### src/rtl/pll_reconfig_pkg.sv
// Shared register map, command kinds and sequencer states for the PLL reconfiguration master.
package pll_reconfig_pkg;

    localparam int unsigned AW = 6;
    localparam int unsigned DW = 32;

    localparam logic [AW-1:0] ADDR_MODE   = 6'h00;
    localparam logic [AW-1:0] ADDR_STATUS = 6'h01;
    localparam logic [AW-1:0] ADDR_START  = 6'h02;
    localparam logic [AW-1:0] ADDR_N      = 6'h03;
    localparam logic [AW-1:0] ADDR_M      = 6'h04;
    localparam logic [AW-1:0] ADDR_C      = 6'h05;
    localparam logic [AW-1:0] ADDR_DPS    = 6'h06;

    typedef enum logic [1:0] {
        KIND_C   = 2'd0,
        KIND_DPS = 2'd1,
        KIND_M   = 2'd2,
        KIND_N   = 2'd3
    } cmd_kind_e;

    typedef enum logic [3:0] {
        S_IDLE,
        S_WR_MODE,
        S_WR_REG,
        S_WR_START,
        S_GAP,
        S_RD_STATUS,
        S_LOCK,
        S_FIN,
        S_ERR
    } state_e;

    function automatic logic [AW-1:0] kind_to_addr(input cmd_kind_e kind);
        logic [AW-1:0] a;
        case (kind)
            KIND_C:   a = ADDR_C;
            KIND_DPS: a = ADDR_DPS;
            KIND_M:   a = ADDR_M;
            KIND_N:   a = ADDR_N;
            default:  a = ADDR_C;
        endcase
        return a;
    endfunction

endpackage

### src/rtl/avm_single_xfer.sv
// Single Avalon-MM transfer: strobe one cycle after start_i, held until waitrequest drops.
// done_o pulses the cycle after completion (bus idle that cycle), with captured readdata in rdata_o.
module avm_single_xfer
    import pll_reconfig_pkg::*;
(
    input  logic          clk,
    input  logic          rst_i,
    input  logic          start_i,
    input  logic          wr_i,
    input  logic [AW-1:0] addr_i,
    input  logic [DW-1:0] wdata_i,
    output logic          done_o,
    output logic [DW-1:0] rdata_o,
    output logic [AW-1:0] avm_address_o,
    output logic          avm_read_o,
    output logic          avm_write_o,
    output logic [DW-1:0] avm_writedata_o,
    input  logic [DW-1:0] avm_readdata_i,
    input  logic          avm_waitrequest_i
);

    logic          read_q, read_d;
    logic          write_q, write_d;
    logic          done_q, done_d;
    logic [AW-1:0] addr_q, addr_d;
    logic [DW-1:0] wdata_q, wdata_d;
    logic [DW-1:0] rdata_q, rdata_d;
    logic          active;
    logic          complete;

    assign active   = read_q | write_q;
    assign complete = active & ~avm_waitrequest_i;

    always_comb begin
        read_d  = read_q;
        write_d = write_q;
        addr_d  = addr_q;
        wdata_d = wdata_q;
        rdata_d = rdata_q;
        done_d  = complete;
        if (complete) begin
            read_d  = 1'b0;
            write_d = 1'b0;
            if (read_q) rdata_d = avm_readdata_i;
        end else if (start_i && !active) begin
            read_d  = ~wr_i;
            write_d = wr_i;
            addr_d  = addr_i;
            wdata_d = wdata_i;
        end
    end

    always_ff @(posedge clk or posedge rst_i) begin
        if (rst_i) begin
            read_q  <= 1'b0;
            write_q <= 1'b0;
            done_q  <= 1'b0;
            addr_q  <= '0;
            wdata_q <= '0;
            rdata_q <= '0;
        end else begin
            read_q  <= read_d;
            write_q <= write_d;
            done_q  <= done_d;
            addr_q  <= addr_d;
            wdata_q <= wdata_d;
            rdata_q <= rdata_d;
        end
    end

    assign done_o          = done_q;
    assign rdata_o         = rdata_q;
    assign avm_address_o   = addr_q;
    assign avm_read_o      = read_q;
    assign avm_write_o     = write_q;
    assign avm_writedata_o = wdata_q;

endmodule

### src/rtl/pll_reconfig_sequencer.sv
// Runs one PLL reconfig command (mode, target, start, status poll, optional lock wait) over Avalon-MM.
// One command at a time: cmd_ready only in IDLE; done/err pulse then IDLE; timeout never cuts a transfer.
module pll_reconfig_sequencer
    import pll_reconfig_pkg::*;
#(
    parameter int unsigned TIMEOUT_CYCLES = 65535,
    parameter int unsigned POLL_GAP       = 4,
    parameter bit          WAIT_LOCK      = 1'b1
) (
    input  logic          clk,
    input  logic          reset,
    input  logic          cmd_valid,
    output logic          cmd_ready,
    input  logic [1:0]    cmd_kind,
    input  logic [DW-1:0] cmd_data,
    output logic          busy,
    output logic          done,
    output logic          err,
    output logic [AW-1:0] avm_address,
    output logic          avm_read,
    output logic          avm_write,
    output logic [DW-1:0] avm_writedata,
    input  logic [DW-1:0] avm_readdata,
    input  logic          avm_waitrequest,
    input  logic          pll_locked
);

    localparam int unsigned   TW       = $clog2(TIMEOUT_CYCLES + 1);
    localparam int unsigned   GW       = (POLL_GAP > 1) ? $clog2(POLL_GAP) : 1;
    localparam logic [TW-1:0] TO_MAX   = TW'(TIMEOUT_CYCLES);
    localparam logic [GW-1:0] GAP_LAST = GW'(POLL_GAP - 1);

    state_e        state_q, state_d;
    cmd_kind_e     kind_q, kind_d;
    logic [DW-1:0] data_q, data_d;
    logic [TW-1:0] to_cnt_q, to_cnt_d;
    logic [GW-1:0] gap_q, gap_d;
    logic          issued_q, issued_d;
    logic          lock_s1_q, lock_s2_q;
    logic          cmd_ready_q, cmd_ready_d;
    logic          busy_q, busy_d;
    logic          done_q, done_d;
    logic          err_q, err_d;

    logic          accept, in_seq, to_hit, abort;
    logic          xfer_state, xfer_start, xfer_wr, xfer_done;
    logic [AW-1:0] xfer_addr;
    logic [DW-1:0] xfer_wdata, xfer_rdata;
    logic          unused_rdata;

    assign accept  = (state_q == S_IDLE) & cmd_valid;
    assign in_seq  = state_q inside {S_WR_MODE, S_WR_REG, S_WR_START, S_GAP, S_RD_STATUS, S_LOCK};
    assign to_hit  = (to_cnt_q == TO_MAX);
    // issued_q spans start..done of a transfer, so abort waits for the bus to go quiet
    assign abort   = in_seq & to_hit & ~issued_q;
    assign unused_rdata = ^xfer_rdata[DW-1:1];

    always_ff @(posedge clk or posedge reset) begin
        if (reset) begin
            state_q     <= S_IDLE;
            kind_q      <= KIND_C;
            data_q      <= '0;
            to_cnt_q    <= '0;
            gap_q       <= '0;
            issued_q    <= 1'b0;
            lock_s1_q   <= 1'b0;
            lock_s2_q   <= 1'b0;
            cmd_ready_q <= 1'b1;
            busy_q      <= 1'b0;
            done_q      <= 1'b0;
            err_q       <= 1'b0;
        end else begin
            state_q     <= state_d;
            kind_q      <= kind_d;
            data_q      <= data_d;
            to_cnt_q    <= to_cnt_d;
            gap_q       <= gap_d;
            issued_q    <= issued_d;
            lock_s1_q   <= pll_locked;
            lock_s2_q   <= lock_s1_q;
            cmd_ready_q <= cmd_ready_d;
            busy_q      <= busy_d;
            done_q      <= done_d;
            err_q       <= err_d;
        end
    end

    always_comb begin
        state_d = state_q;
        if (abort) begin
            state_d = S_ERR;
        end else begin
            case (state_q)
                S_IDLE:      if (cmd_valid) state_d = S_WR_MODE;
                S_WR_MODE:   if (xfer_done) state_d = S_WR_REG;
                S_WR_REG:    if (xfer_done) state_d = S_WR_START;
                S_WR_START:  if (xfer_done) state_d = S_GAP;
                S_GAP:       if (gap_q == GAP_LAST) state_d = S_RD_STATUS;
                S_RD_STATUS: begin
                    if (xfer_done) begin
                        if (!xfer_rdata[0]) state_d = S_GAP;
                        else if (WAIT_LOCK) state_d = S_LOCK;
                        else                state_d = S_FIN;
                    end
                end
                S_LOCK:      if (lock_s2_q) state_d = S_FIN;
                S_FIN:       state_d = S_IDLE;
                S_ERR:       state_d = S_IDLE;
                default:     state_d = S_IDLE;
            endcase
        end
    end

    always_comb begin
        xfer_wr    = 1'b1;
        xfer_addr  = ADDR_MODE;
        xfer_wdata = '0;
        case (state_q)
            S_WR_MODE:   xfer_wdata = 32'd1;
            S_WR_REG: begin
                xfer_addr  = kind_to_addr(kind_q);
                xfer_wdata = data_q;
            end
            S_WR_START:  xfer_addr = ADDR_START;
            S_RD_STATUS: begin
                xfer_wr   = 1'b0;
                xfer_addr = ADDR_STATUS;
            end
            default: ;
        endcase
        xfer_state  = state_q inside {S_WR_MODE, S_WR_REG, S_WR_START, S_RD_STATUS};
        xfer_start  = xfer_state & ~issued_q & ~abort;
        cmd_ready_d = (state_d == S_IDLE);
        busy_d      = !(state_d inside {S_IDLE, S_FIN, S_ERR});
        done_d      = (state_d == S_FIN);
        err_d       = (state_d == S_ERR);
    end

    always_comb begin
        kind_d   = kind_q;
        data_d   = data_q;
        to_cnt_d = to_cnt_q;
        if (accept) begin
            kind_d   = cmd_kind_e'(cmd_kind);
            data_d   = cmd_data;
            to_cnt_d = '0;
        end else if (in_seq && !to_hit) begin
            to_cnt_d = to_cnt_q + TW'(1);
        end
        gap_d = (state_q == S_GAP) ? gap_q + GW'(1) : '0;
        if (xfer_done)       issued_d = 1'b0;
        else if (xfer_start) issued_d = 1'b1;
        else                 issued_d = issued_q;
    end

    avm_single_xfer u_xfer (
        .clk               (clk),
        .rst_i             (reset),
        .start_i           (xfer_start),
        .wr_i              (xfer_wr),
        .addr_i            (xfer_addr),
        .wdata_i           (xfer_wdata),
        .done_o            (xfer_done),
        .rdata_o           (xfer_rdata),
        .avm_address_o     (avm_address),
        .avm_read_o        (avm_read),
        .avm_write_o       (avm_write),
        .avm_writedata_o   (avm_writedata),
        .avm_readdata_i    (avm_readdata),
        .avm_waitrequest_i (avm_waitrequest)
    );

    assign cmd_ready = cmd_ready_q;
    assign busy      = busy_q;
    assign done      = done_q;
    assign err       = err_q;

endmodule

### config.mk
export PLATFORM = sky130hd
export DESIGN_NAME = pll_reconfig_sequencer
export DESIGN_NICKNAME = d
export VERILOG_FILES = /design/src/rtl/pll_reconfig_pkg.sv /design/src/rtl/avm_single_xfer.sv /design/src/rtl/pll_reconfig_sequencer.sv
export SDC_FILE = /design/constraint.sdc
export NUM_CORES = 1
export LEC_CHECK = 0
export ABC_AREA = 1
export BUFFER_PORTS_ARGS = -buffer_cell sky130_fd_sc_hd__buf_2
export CELL_PAD_IN_SITES_DETAIL_PLACEMENT = 1
export CELL_PAD_IN_SITES_GLOBAL_PLACEMENT = 1
export CORE_ASPECT_RATIO = 0.5
export CORE_MARGIN = 5
export CORE_UTILIZATION = 43
export CTS_BUF_LIST = sky130_fd_sc_hd__clkbuf_8
export DETAILED_ROUTE_END_ITERATION = 6
export PLACE_DENSITY = 0.92
export SLEW_MARGIN = 20
export SYNTH_ARGS = -nofsm -noshare
export SYNTH_HDL_FRONTEND = slang
export SYNTH_HIERARCHICAL = 1
export SYNTH_SLANG_ARGS = --single-unit
### constraint.sdc
create_clock -name clk -period 2.43 [get_ports clk]
set_clock_uncertainty 0.2 [all_clocks]
set_input_delay 0.1215 -clock clk [delete_from_list [all_inputs] [get_ports clk]]
set_output_delay 0.1215 -clock clk [all_outputs]
set_load 0.01 [all_outputs]
---- Word-level counts from Yosys, hierarchy flattened ----
Cells that the tools add are included.
storage, ports and cells
  register bits after elaboration ......... 105
  input port bits ......................... 71
  output and inout port bits .............. 44
cells by class
  add/sub/neg operators ................... 2
  equal/unequal tests ..................... 13
  muxes and demuxes ....................... 23
  bitwise operators ....................... 11
  reductions and logical operators ........ 16
operator list
  kind                                                             number
  32-bit one-hot mux with 2 select lines                           1
  16-bit two-way mux                                               2
  4-bit two-way mux                                                8
  4-bit one-hot mux with 7 select lines                            1
  6-bit one-hot mux with 4 select lines                            1
  6-bit one-hot mux with 3 select lines                            1
  16-bit by 1-bit adder with 16-bit output, second input constant  1
  16-bit == test, second input constant                            1
  4-bit by 3-bit == test with 1-bit output, second input constant  4
  4-bit by 2-bit == test with 1-bit output, second input constant  2
  4-bit zero test                                                  2
  1-bit two-way mux                                                7
  1-bit bitwise AND                                                6
  2-bit == test, second input constant                             3
  2-bit nonzero test                                               3
  6-bit nonzero test                                               1
  4-bit by 1-bit == test with 1-bit output, second input constant  1
  4-bit == test, second input constant                             1
  2-bit two-way mux                                                2
  1-bit inverter                                                   4
  2-bit AND reduction                                              2
  4-bit nonzero test                                               1
  1-bit zero test                                                  3
  3-bit nonzero test                                               1
  5 further kinds                                                  6

---- Longest topological paths before layout ----
Gate-level depths: netlist (run 1).
  word-level depth ........................ 9
  mapped depth ............................ 14
  mapped depth without buffers ............ 11

---- Hierarchy ----
The synthesis (run 1) kept the hierarchy.
by module, submodules not included
  module                  times used  cells each  area an instance (um^2)  sequential area each (um^2)
  pll_reconfig_sequencer  1           417         3279.4                   1577.8
  avm_single_xfer         1           316         2889.0                   1826.8

---- Worst setup path after synthesis (run 1) ----
OpenSTA, ideal clock, no wires.
  path type ............................... register to register
  start point ............................. register to_cnt_q[1]
  end point ............................... register u_xfer.wdata_q[0], in the netlist u_xfer/avm_writedata_o[0]
  data arrival time ....................... 1809 ps
  data required time ...................... 2164 ps
  slack ................................... 355 ps
  cell stages (with the launch flop) ...... 15
  path buffers ............................ 3
  period minus slack after synthesis ...... 2075 ps
  cell sequence ........................... dfrtp_1 ha_1 nand2_2 nor2_4 nand2_4 nor2_8 nand3_4 nand2_1 inv_1 clkbuf_1 nand2_1 buf_6 buf_6 nand2_1 nand2_1
between the ends
  word-level cells in the longest chain between the ends .. 7
RTL lines
  element                               RTL line                       RTL
  start, declared                       pll_reconfig_sequencer.sv:36   logic [TW-1:0] to_cnt_q, to_cnt_d;
  start signal, assigned                pll_reconfig_sequencer.sv:76   to_cnt_q <= to_cnt_d;
  16-bit == test                        pll_reconfig_sequencer.sv:53   assign to_hit = (to_cnt_q == TO_MAX);
  1-bit bitwise AND (2 in a row)        pll_reconfig_sequencer.sv:55   assign abort = in_seq & to_hit & ~issued_q;
  1-bit inverter                        pll_reconfig_sequencer.sv:132  xfer_start = xfer_state & ~issued_q & ~abort;
  1-bit bitwise AND                     pll_reconfig_sequencer.sv:132
  net xfer_start                        pll_reconfig_sequencer.sv:46   logic xfer_state, xfer_start, xfer_wr, xfer_done;
  1-bit logical AND                     avm_single_xfer.sv:45          end else if (start_i && !active) begin
  2-bit AND reduction (no source line)  --
  end signal, assigned                  avm_single_xfer.sv:66          wdata_q <= wdata_d;
  end, declared                         avm_single_xfer.sv:26          logic [DW-1:0] wdata_q, wdata_d;
The timed path passes the listed nets, and every way through them passes these cells.
A chain may end at the register's enable or synchronous reset.

---- Worst setup path in the final report (run 1) ----
  start point ............................. register to_cnt_q[1]
  end point ............................... register u_xfer.wdata_q[28], in the netlist u_xfer/avm_writedata_o[28]
The elaborated chain is that of the path after synthesis.

==> results of run 1 <==
## metrics by stage
| step | setup slack (ns) | cells | utilization | area [sq um] |
|---|---|---|---|---|
| after global placement | 0.286 | 814 | 0.494 | 5500 |
| after floorplan | 0.355 | 607 | - | 4990 |
| after detailed placement | 0.157 | 814 | 0.494 | 5500 |
| final | 0.0602 | 870 | 0.548 | 6110 |
| after global routing | -0.0171 | 870 | 0.548 | 6110 |
| after CTS | 0.112 | 868 | 0.544 | 6070 |
## worst max-delay path, delay by kind of cell (launching register included)
kind | cells | cell delay (ns)
buf+inv | 2 | 0.29
simple gates | 9 | 1.20
flops | 1 | 0.42
fa+ha+maj | 1 | 0.19
## per-layer routing
metal | share of wire | track usage
met4 | 0.031 | 0.0975
met5 | 0 | 0
met3 | 0.046 | 0.0466
met1 | 0.40 | 0.301
met2 | 0.52 | 0.489
## final timing paths
kind,from,end,slack [ns],cells past startpoint
max in group asynchronous,reset,cmd_ready,1.10,4
worst max-delay path,to_cnt_q[1],u_xfer/avm_writedata_o[28],0.06,12
worst min register to register,lock_s1_q,lock_s2_q,0.16,0
worst min-delay path,cmd_valid,data_q[0],0.10,6
min in group asynchronous,reset,u_xfer/avm_writedata_o[7],0.16,3
worst max register to register,to_cnt_q[1],u_xfer/avm_writedata_o[28],0.06,12
## flip-flops by register name (all words and copies together) (netlist names)
name and count:
lock_s2_q 1, issued_q 1, done 1, u_xfer/avm_address_o 6, busy 1, u_xfer/avm_writedata_o 32, u_xfer/avm_read_o 1, to_cnt_q 16
gap_q 2, u_xfer/rdata_o 1, u_xfer/done_o 1, cmd_ready 1, err 1, data_q 32, u_xfer/avm_write_o 1, lock_s1_q 1
kind_q 2, state_q 4
## power breakdown
part	total [mW]	internal, mW	switching, mW
combinational	3.25	0.982	2.27
sequential	2.82	2.41	0.411
clock	1.07	0.427	0.646
## repair_timing
action / in CTS / in global routing
hold endpoints to repair: 93 / 0
resized for setup: 0 / 3
setup endpoints to repair: 0 / 40
hold buffers: 38 / 0
## layout by cell type, fill, tap and decap left out, drive strengths merged
cell type / count
dfstp: 1
clkbuf: 12
o31ai: 1
xor2: 4
nand2: 179
a21oi: 4
dlygate4sd3: 38
dfrtp: 104
clkinvlp: 1
nand4: 14
buf: 92
clkinv: 3
nand3b: 1
nand3: 63
conb: 3
nor2: 63
ha: 5
o21ai: 53
inv: 78
diode: 1
nor3: 5
## cell type report
type | instances | area, sq um | share of cell area
Antenna cell | 1 | 2.50 | 0.000410
Clock buffer | 11 | 151 | 0.0248
Multi-Input combinational cell | 395 | 1910 | 0.312
Inverter | 77 | 293 | 0.0479
Timing Repair Buffer | 131 | 913 | 0.150
Clock inverter | 5 | 30.0 | 0.00492
Tap cell | 145 | 181 | 0.0297
Sequential cell | 105 | 2630 | 0.430
==> results.cfg, run 1 <==
[sta]
fin_hold_ws_ns = 0.105
finalSetupTns_ns = 0
setup_viol = 0
hold_viol = 0
slew_viol_final = 0
maxSlewHeadroom = 0.570
fmax_mhz = 422
fin_crit_sh = 0.975
fin_crit_ns = 2.37
tightest_slew_ns = 0.644

[clock_tree]
cts_tree = built
root_buffer = clkbuf_8
cts_max_path_buffers = 2
postCtsSetupBuffers = 0
cts.htree.levels = 3
cts_num_sinks = 105
clk_pin_slew_ns = 0.11
worstSkewPairLatency_ns = 0.38
cts_buffers = 9

[worst_setup_path]
slowest_delay_ns = 0.42
cp-end-kind = flip-flop
slowest_stage = dfrtp_1
setup.worst_path.start_class = flip-flop
arrival_ns = 2.48
cp_common_cell = nand2_1
worstSetupPathType = reg2reg
worstPathCellList = ha_4 > nand2_2 > nor2_4 > nand2_4 > nor2_8 > nand3_4 > nand2_1 > inv_1 > nand2_2 > buf_12 > nand2_1 > nand2_1
required_ns = 2.54
critPathMaxFanout = 19

[placement]
gp_congestion = 0.852
port_buffers = 83
dpl.hpwl_mm = 9.40

[drt]
vias = 4689
wl_per_cell_um = 20.5
postRouteAntennaNets = 0
drc_errors = 0
via_per_inst = 5.39
drt-pass1-iter-count = 5
drt_iter0_drc = 396
drt-total-wl_mm = 17.8

[grt]
grt_usage = 0.261
antenna_found_initial = 1
grt_pass1_wl_mm = 28.5
grt-ovfl-total = 0
first_global_vias = 5205
grt_max_degree = 55

[worst_hold_path]
hold_path_class = in2reg

[logic_synthesis]
synth_warnings = 6
synth_area_sq_um = 4990
synth.avg_cell_area_sq_um = 8.24
syn_inst = 605

[run]
maxCapViolCount = 0

[run_status]
status = finished, final reports clean

[floorplan]
rows = 27
initial_core_util = 0.447
design.die.area_sq_um = 14000
ios = 115
core_area_sq_um = 11100
die_y_um = 86.2
die_w_um = 162

[power_and_ir_drop]
peakVddDrop_v = 0.000498
power.total_mw = 7.15
pwr_density_cell_nw_per_um2 = 1170
p_leak_nw = 3.26

[cells_and_area]
nets = 795
synthToLayoutAreaGrowth_pct = 22.5
nFillCells = 1350
layout-drive-gt1-share = 0.189
(Power assumes the default switching activity.)
==> run 2, diff against run 1 <==
--- a/config.mk
+++ b/config.mk
@@ -14,7 +14,7 @@
 export CORE_UTILIZATION = 43
 export CTS_BUF_LIST = sky130_fd_sc_hd__clkbuf_8
 export DETAILED_ROUTE_END_ITERATION = 6
-export PLACE_DENSITY = 0.92
+export PLACE_DENSITY_LB_ADDON = 0.1
 export SLEW_MARGIN = 20
 export SYNTH_ARGS = -nofsm -noshare
 export SYNTH_HDL_FRONTEND = slang
==> run 2 against run 1 <==
  * Cell count decreased by 0.11%
  * Count of clock-buffer cells in the layout down 1
  * Sequential share of layout area rose by 0.17 points
  * Worst setup slack improved by 0.16 ns
  * Sequential power down 2%
  * First-iteration DRC count decreased by 52%
  * Non-clock buffer count unchanged
  * Global-route usage is 6.3 points lower
  * Routed wire length down 25%
  * Combinational power is 12% lower
==> results.cfg, run 2 (synthesis gave the netlist of run 1 again) <==
[run_status]
status = finished, final reports clean

[grt]
grt_pass1_wl_mm = 22.5
grt_max_degree = 64
grt-ovfl-total = 0
first_global_vias = 4622
antenna_found_initial = 0
grt_usage = 0.199

[cells_and_area]
antenna_cells = 0
mostFrequentLayoutCells = 171 x nand2_1, 104 x dfrtp_1, 83 x buf_2, 72 x inv_1, 62 x nand3_1
design_area_sq_um = 6080
layout-drive-gt1-share = 0.186
final_common_cell = nand2_1
synthToLayoutAreaGrowth_pct = 22.0
nets = 795

[clock_tree]
cts_buffers = 9
cts_num_sinks = 105
worstSkewPairLatency_ns = 0.36
cts_tree = built
hold_buffers = 38
cts_max_path_buffers = 2
cts.htree.levels = 3
root_buffer = clkbuf_8
clk_pin_slew_ns = 0.11
postCtsSetupBuffers = 0
cts_resized = 0

[worst_setup_path]
cp-end-kind = flip-flop
critPathMaxFanout = 40
crit_buf_inv = 3
cpLargestDelayFamily = simple AND/OR/NAND/NOR gates
slowest_delay_ns = 0.48
required_ns = 2.54
path_depth = 9
worstPathCellList = inv_1 > nor2_1 > nand2_1 > a21oi_1 > nand2_1 > inv_1 > buf_4 > nand3_1 > nand2_1
slowest_stage = dfrtp_1
worstSetupPathType = reg2reg
reg2reg_slack_ns = 0.22
cp_common_cell = nand2_1
arrival_ns = 2.33
setup.worst_path.start_class = flip-flop
reg2reg_depth = 9

[placement]
placed_cell_area_sq_um = 5510
dpl.hpwl_mm = 8.67
port_buffers = 83
gp_congestion = 0.784

[power_and_ir_drop]
pwr_density_cell_nw_per_um2 = 1100
p_leak_nw = 3.25
peakVddDrop_v = 0.000594
switchingPower_mw = 2.95
p_int_mw = 3.75
swShare = 0.440
clkPwrFrac = 0.161
seqPwrFrac = 0.411
pwr-share-comb = 0.428

[drt]
drt-pass1-iter-count = 4
wl_per_cell_um = 15.4
via_per_inst = 4.93
drt-total-wl_mm = 13.4
vias = 4285
postRouteAntennaNets = 0
drc_errors = 0
drt_iter0_drc = 192

[sta]
fin_crit_ns = 2.21
maxSlewHeadroom = 0.616
hold_viol = 0
slew_viol_final = 0
tightest_slew_ns = 0.576
fin_crit_sh = 0.911
rsz0062_at_grt = no
setup_viol = 0
finalSetupTns_ns = 0
fmax_mhz = 452

[floorplan]
die_w_um = 162
design.die.area_sq_um = 14000
ios = 115
rows = 27
die_y_um = 86.2
core_area_sq_um = 11100
initial_core_util = 0.447

[worst_hold_path]
hold_path_class = reg2reg
hold-path-cell-count = 0

[run]
maxCapViolCount = 0
## run 2: cell count changes in the layout (fill, tap and decap cells not counted), sizes merged
cell / before / now
inv: 78 / 80
clkinv: 3 / 2
diode: 1 / 0
clkbuf: 12 / 10
buf: 92 / 93
## run 2: worst reg2reg max path: stages, from the launching register on
cell and delay, ns:
dfrtp_1 0.48, inv_1 0.10, nor2_1 0.16, nand2_1 0.18, a21oi_1 0.19, nand2_1 0.08
inv_1 0.08, buf_4 0.40, nand3_1 0.19, nand2_1 0.12
## run 2: layer usage
| metal | up-vias | share of wire | GRT usage |
|---|---|---|---|
| met2 | 66 | 0.49 | 0.367 |
| li1 | 2113 | - | - |
| met3 | 11 | 0.038 | 0.0442 |
| met5 | - | 0 | 0 |
| met4 | 0 | 0.0078 | 0.0322 |
| met1 | 2095 | 0.46 | 0.243 |
## run 2: layout make-up
type / count / area (sq um)
Inverter: 77 / 292
Multi-Input combinational cell: 395 / 1890
Sequential cell: 105 / 2630
Clock inverter: 6 / 56.3
Tap cell: 145 / 181
Clock buffer: 10 / 138
Timing Repair Buffer: 131 / 896
Fill cell: 1402 / 5060
## run 2: per-stage QoR
| step | utilization | hold slack, ns | instances | setup WS, ns | power, mW |
|---|---|---|---|---|---|
| final | 0.546 | 0.160 | 869 | 0.215 | 6.71 |
| after global routing | 0.546 | 0.170 | 869 | 0.0316 | 7.26 |
| after CTS | 0.546 | 0.149 | 869 | 0.224 | 6.79 |
| after detailed placement | 0.494 | 0.0320 | 815 | 0.232 | 5.63 |
| after global placement | 0.494 | 0.0267 | 815 | 0.282 | 5.50 |
| after floorplan | - | -0.0471 | 607 | 0.355 | 4.75 |
## run 2: path summary, 6_finish.rpt
| check | from | to |
|---|---|---|
| max | state_q[0] | u_xfer/avm_writedata_o[8] |
| min | lock_s1_q | lock_s2_q |
| max reg2reg | state_q[0] | u_xfer/avm_writedata_o[8] |
| min reg2reg | lock_s1_q | lock_s2_q |
| max in group asynchronous | reset | u_xfer/avm_writedata_o[1] |
| min in group asynchronous | reset | data_q[16] |
## run 2: power groups by stage
stage / registers [mW] / clock network [mW] / logic (mW)
floorplan: 2.86 / 0 / 1.88
global placement: 2.77 / 0 / 2.73
detailed placement: 2.80 / 0 / 2.84
CTS: 2.76 / 1.12 / 2.90
global route: 2.84 / 1.20 / 3.23
finish: 2.76 / 1.08 / 2.87
==> run 3, diff against run 2 <==
--- a/config.mk
+++ b/config.mk
@@ -9,7 +9,6 @@
 export BUFFER_PORTS_ARGS = -buffer_cell sky130_fd_sc_hd__buf_2
 export CELL_PAD_IN_SITES_DETAIL_PLACEMENT = 1
 export CELL_PAD_IN_SITES_GLOBAL_PLACEMENT = 1
-export CORE_ASPECT_RATIO = 0.5
 export CORE_MARGIN = 5
 export CORE_UTILIZATION = 43
 export CTS_BUF_LIST = sky130_fd_sc_hd__clkbuf_8
@@ -20,3 +19,4 @@
 export SYNTH_HDL_FRONTEND = slang
 export SYNTH_HIERARCHICAL = 1
 export SYNTH_SLANG_ARGS = --single-unit
+export TNS_END_PERCENT = 1
==> run 3 against run 2 <==
  * Via count grew 0.89%
  * Largest cell class unchanged
  * Global-route usage grew 0.56 points
  * First-iteration DRC count grew 33%
  * Hold slack got worse by 0.0019 ns
  * Clock power about the same
  * Critical endpoint is now u_xfer/avm_writedata_o[9]
  * Power up 1.0%
  * Die area is 0.93% lower
  * Sequential power hardly changed
  * Critical path depth grew 2
  * Worst setup slack gained 0.015 ns
==> results.cfg, run 3 (synthesis gave the netlist of run 1 again) <==
[grt]
use_met3 = 0.0423
grt_pass1_wl_mm = 23.2
top_usage_layer = met2
grt_max_degree = 64
grt_usage = 0.204
grt_use_met2 = 0.367
grt-ovfl-total = 0
first_global_vias = 4794
antenna_found_initial = 0
met1_usage = 0.244

[cells_and_area]
multi_input_area_sq_um = 1890
nets = 797
final_common_cell = nand2_1
synthToLayoutAreaGrowth_pct = 22.6
layout-drive-gt1-share = 0.187
nFillCells = 1403
mostFrequentLayoutCells = 171 x nand2_1, 104 x dfrtp_1, 83 x buf_2, 71 x inv_1, 62 x nand3_1
seqCellArea_sq_um = 2630
design_area_sq_um = 6120
antenna_cells = 0

[sta]
fin_crit_ns = 2.20
tightest_slew_ns = 0.576
setup_viol = 0
fin_crit_sh = 0.905
finalSetupTns_ns = 0
maxSlewHeadroom = 0.616
fmax_mhz = 455
rsz0062_at_grt = no
hold_viol = 0
slew_viol_final = 0

[drt]
drc_errors = 0
postRouteAntennaNets = 0
vias = 4323
wl_per_cell_um = 15.8
drt-pass1-iter-count = 4
via_per_inst = 4.97
drt-total-wl_mm = 13.8
drt_iter0_drc = 256

[clock_tree]
cts_buffers = 9
cts.htree.levels = 3
cts_num_sinks = 105
worstSkewPairLatency_ns = 0.39
cts_max_path_buffers = 2
clk_pin_slew_ns = 0.10
root_buffer = clkbuf_8
cts_tree = built

[placement]
dpl.hpwl_mm = 8.89
port_buffers = 83
gp_congestion = 0.831
placed_cell_area_sq_um = 5520

[worst_setup_path]
setup.worst_path.start_class = flip-flop
worstSetupPathType = reg2reg
arrival_ns = 2.27
critPathMaxFanout = 31
reg2reg_depth = 11
reg2reg_slack_ns = 0.23
required_ns = 2.50
r2r_end = u_xfer/avm_writedata_o[9]
r2r-start = to_cnt_q[1]
cp-end-kind = flip-flop

[floorplan]
ios = 115
die_y_um = 118
initial_core_util = 0.439
design.die.area_sq_um = 13900
core_area_sq_um = 11400
rows = 39
die_w_um = 118

[power_and_ir_drop]
peakVddDrop_v = 0.000542
pwr_density_cell_nw_per_um2 = 1110
p_leak_nw = 3.26

[run_status]
status = finished, final reports clean

[worst_hold_path]
hold_path_class = in2async

[run]
maxCapViolCount = 0
[run 3: metal layers]
layer / wire (um) / up-vias / share of wire
li1: - / 2114 / -
met1: 5820 / 2137 / 0.42
met2: 7310 / 61 / 0.53
met3: 454 / 11 / 0.033
met4: 183 / 0 / 0.013
met5: 0 / - / 0
[run 3: report_power, final]
| group | internal [mW] | switching, mW |
|---|---|---|
| clock | 0.497 | 0.604 |
| combinational | 0.949 | 1.97 |
| sequential | 2.41 | 0.343 |
| total | 3.86 | 2.92 |
[run 3: critical path: stages (launching register included)]
cell and delay (ns):
dfrtp_1 0.39, ha_1 0.28, nand2_2 0.10, nor2_4 0.12, nand2_4 0.08, nor2_8 0.18
nand3_4 0.12, nand2_1 0.09, inv_1 0.07, buf_4 0.25, nand3_1 0.13, nand2_1 0.06
[run 3: metrics by stage]
stage | total power, mW | hold WS [ns] | util | cells | setup slack (ns)
after floorplan | 4.75 | -0.0471 | - | 607 | 0.355
after global placement | 5.52 | 0.0295 | 0.486 | 813 | 0.324
after detailed placement | 5.67 | 0.0333 | 0.486 | 813 | 0.251
after CTS | 6.86 | 0.149 | 0.538 | 869 | 0.208
after global routing | 7.33 | 0.174 | 0.538 | 869 | 0.0556
final | 6.78 | 0.158 | 0.538 | 869 | 0.230
[run 3: what timing repair did]
action                    4_1_cts  5_1_grt
gates resized for setup         0        0
hold buffers                   40        0
setup buffers                   0        0
hold endpoints to repair      145        0
[run 3: worst max-delay path by stage]
stage / startpoint / end / slack (ns) / depth (start not counted)
after detailed placement: to_cnt_q[1] / u_xfer/avm_writedata_o[5] / 0.25 / 11
after global placement: to_cnt_q[1] / u_xfer/avm_writedata_o[21] / 0.32 / 11
after CTS: to_cnt_q[1] / u_xfer/avm_writedata_o[5] / 0.21 / 11
final: to_cnt_q[1] / u_xfer/avm_writedata_o[9] / 0.23 / 11
after floorplan: to_cnt_q[1] / u_xfer/avm_writedata_o[0] / 0.35 / 14
after global routing: to_cnt_q[1] / u_xfer/avm_writedata_o[3] / 0.06 / 12
[run 3: area by class of cell]
type / instances / area share
flip-flops and latches: 105 / 0.430
multi-input cells: 395 / 0.310
repair buffers: 133 / 0.152
inverters: 77 / 0.0477
well taps: 143 / 0.0293
clock buffers: 10 / 0.0225
clock inverters: 6 / 0.00941
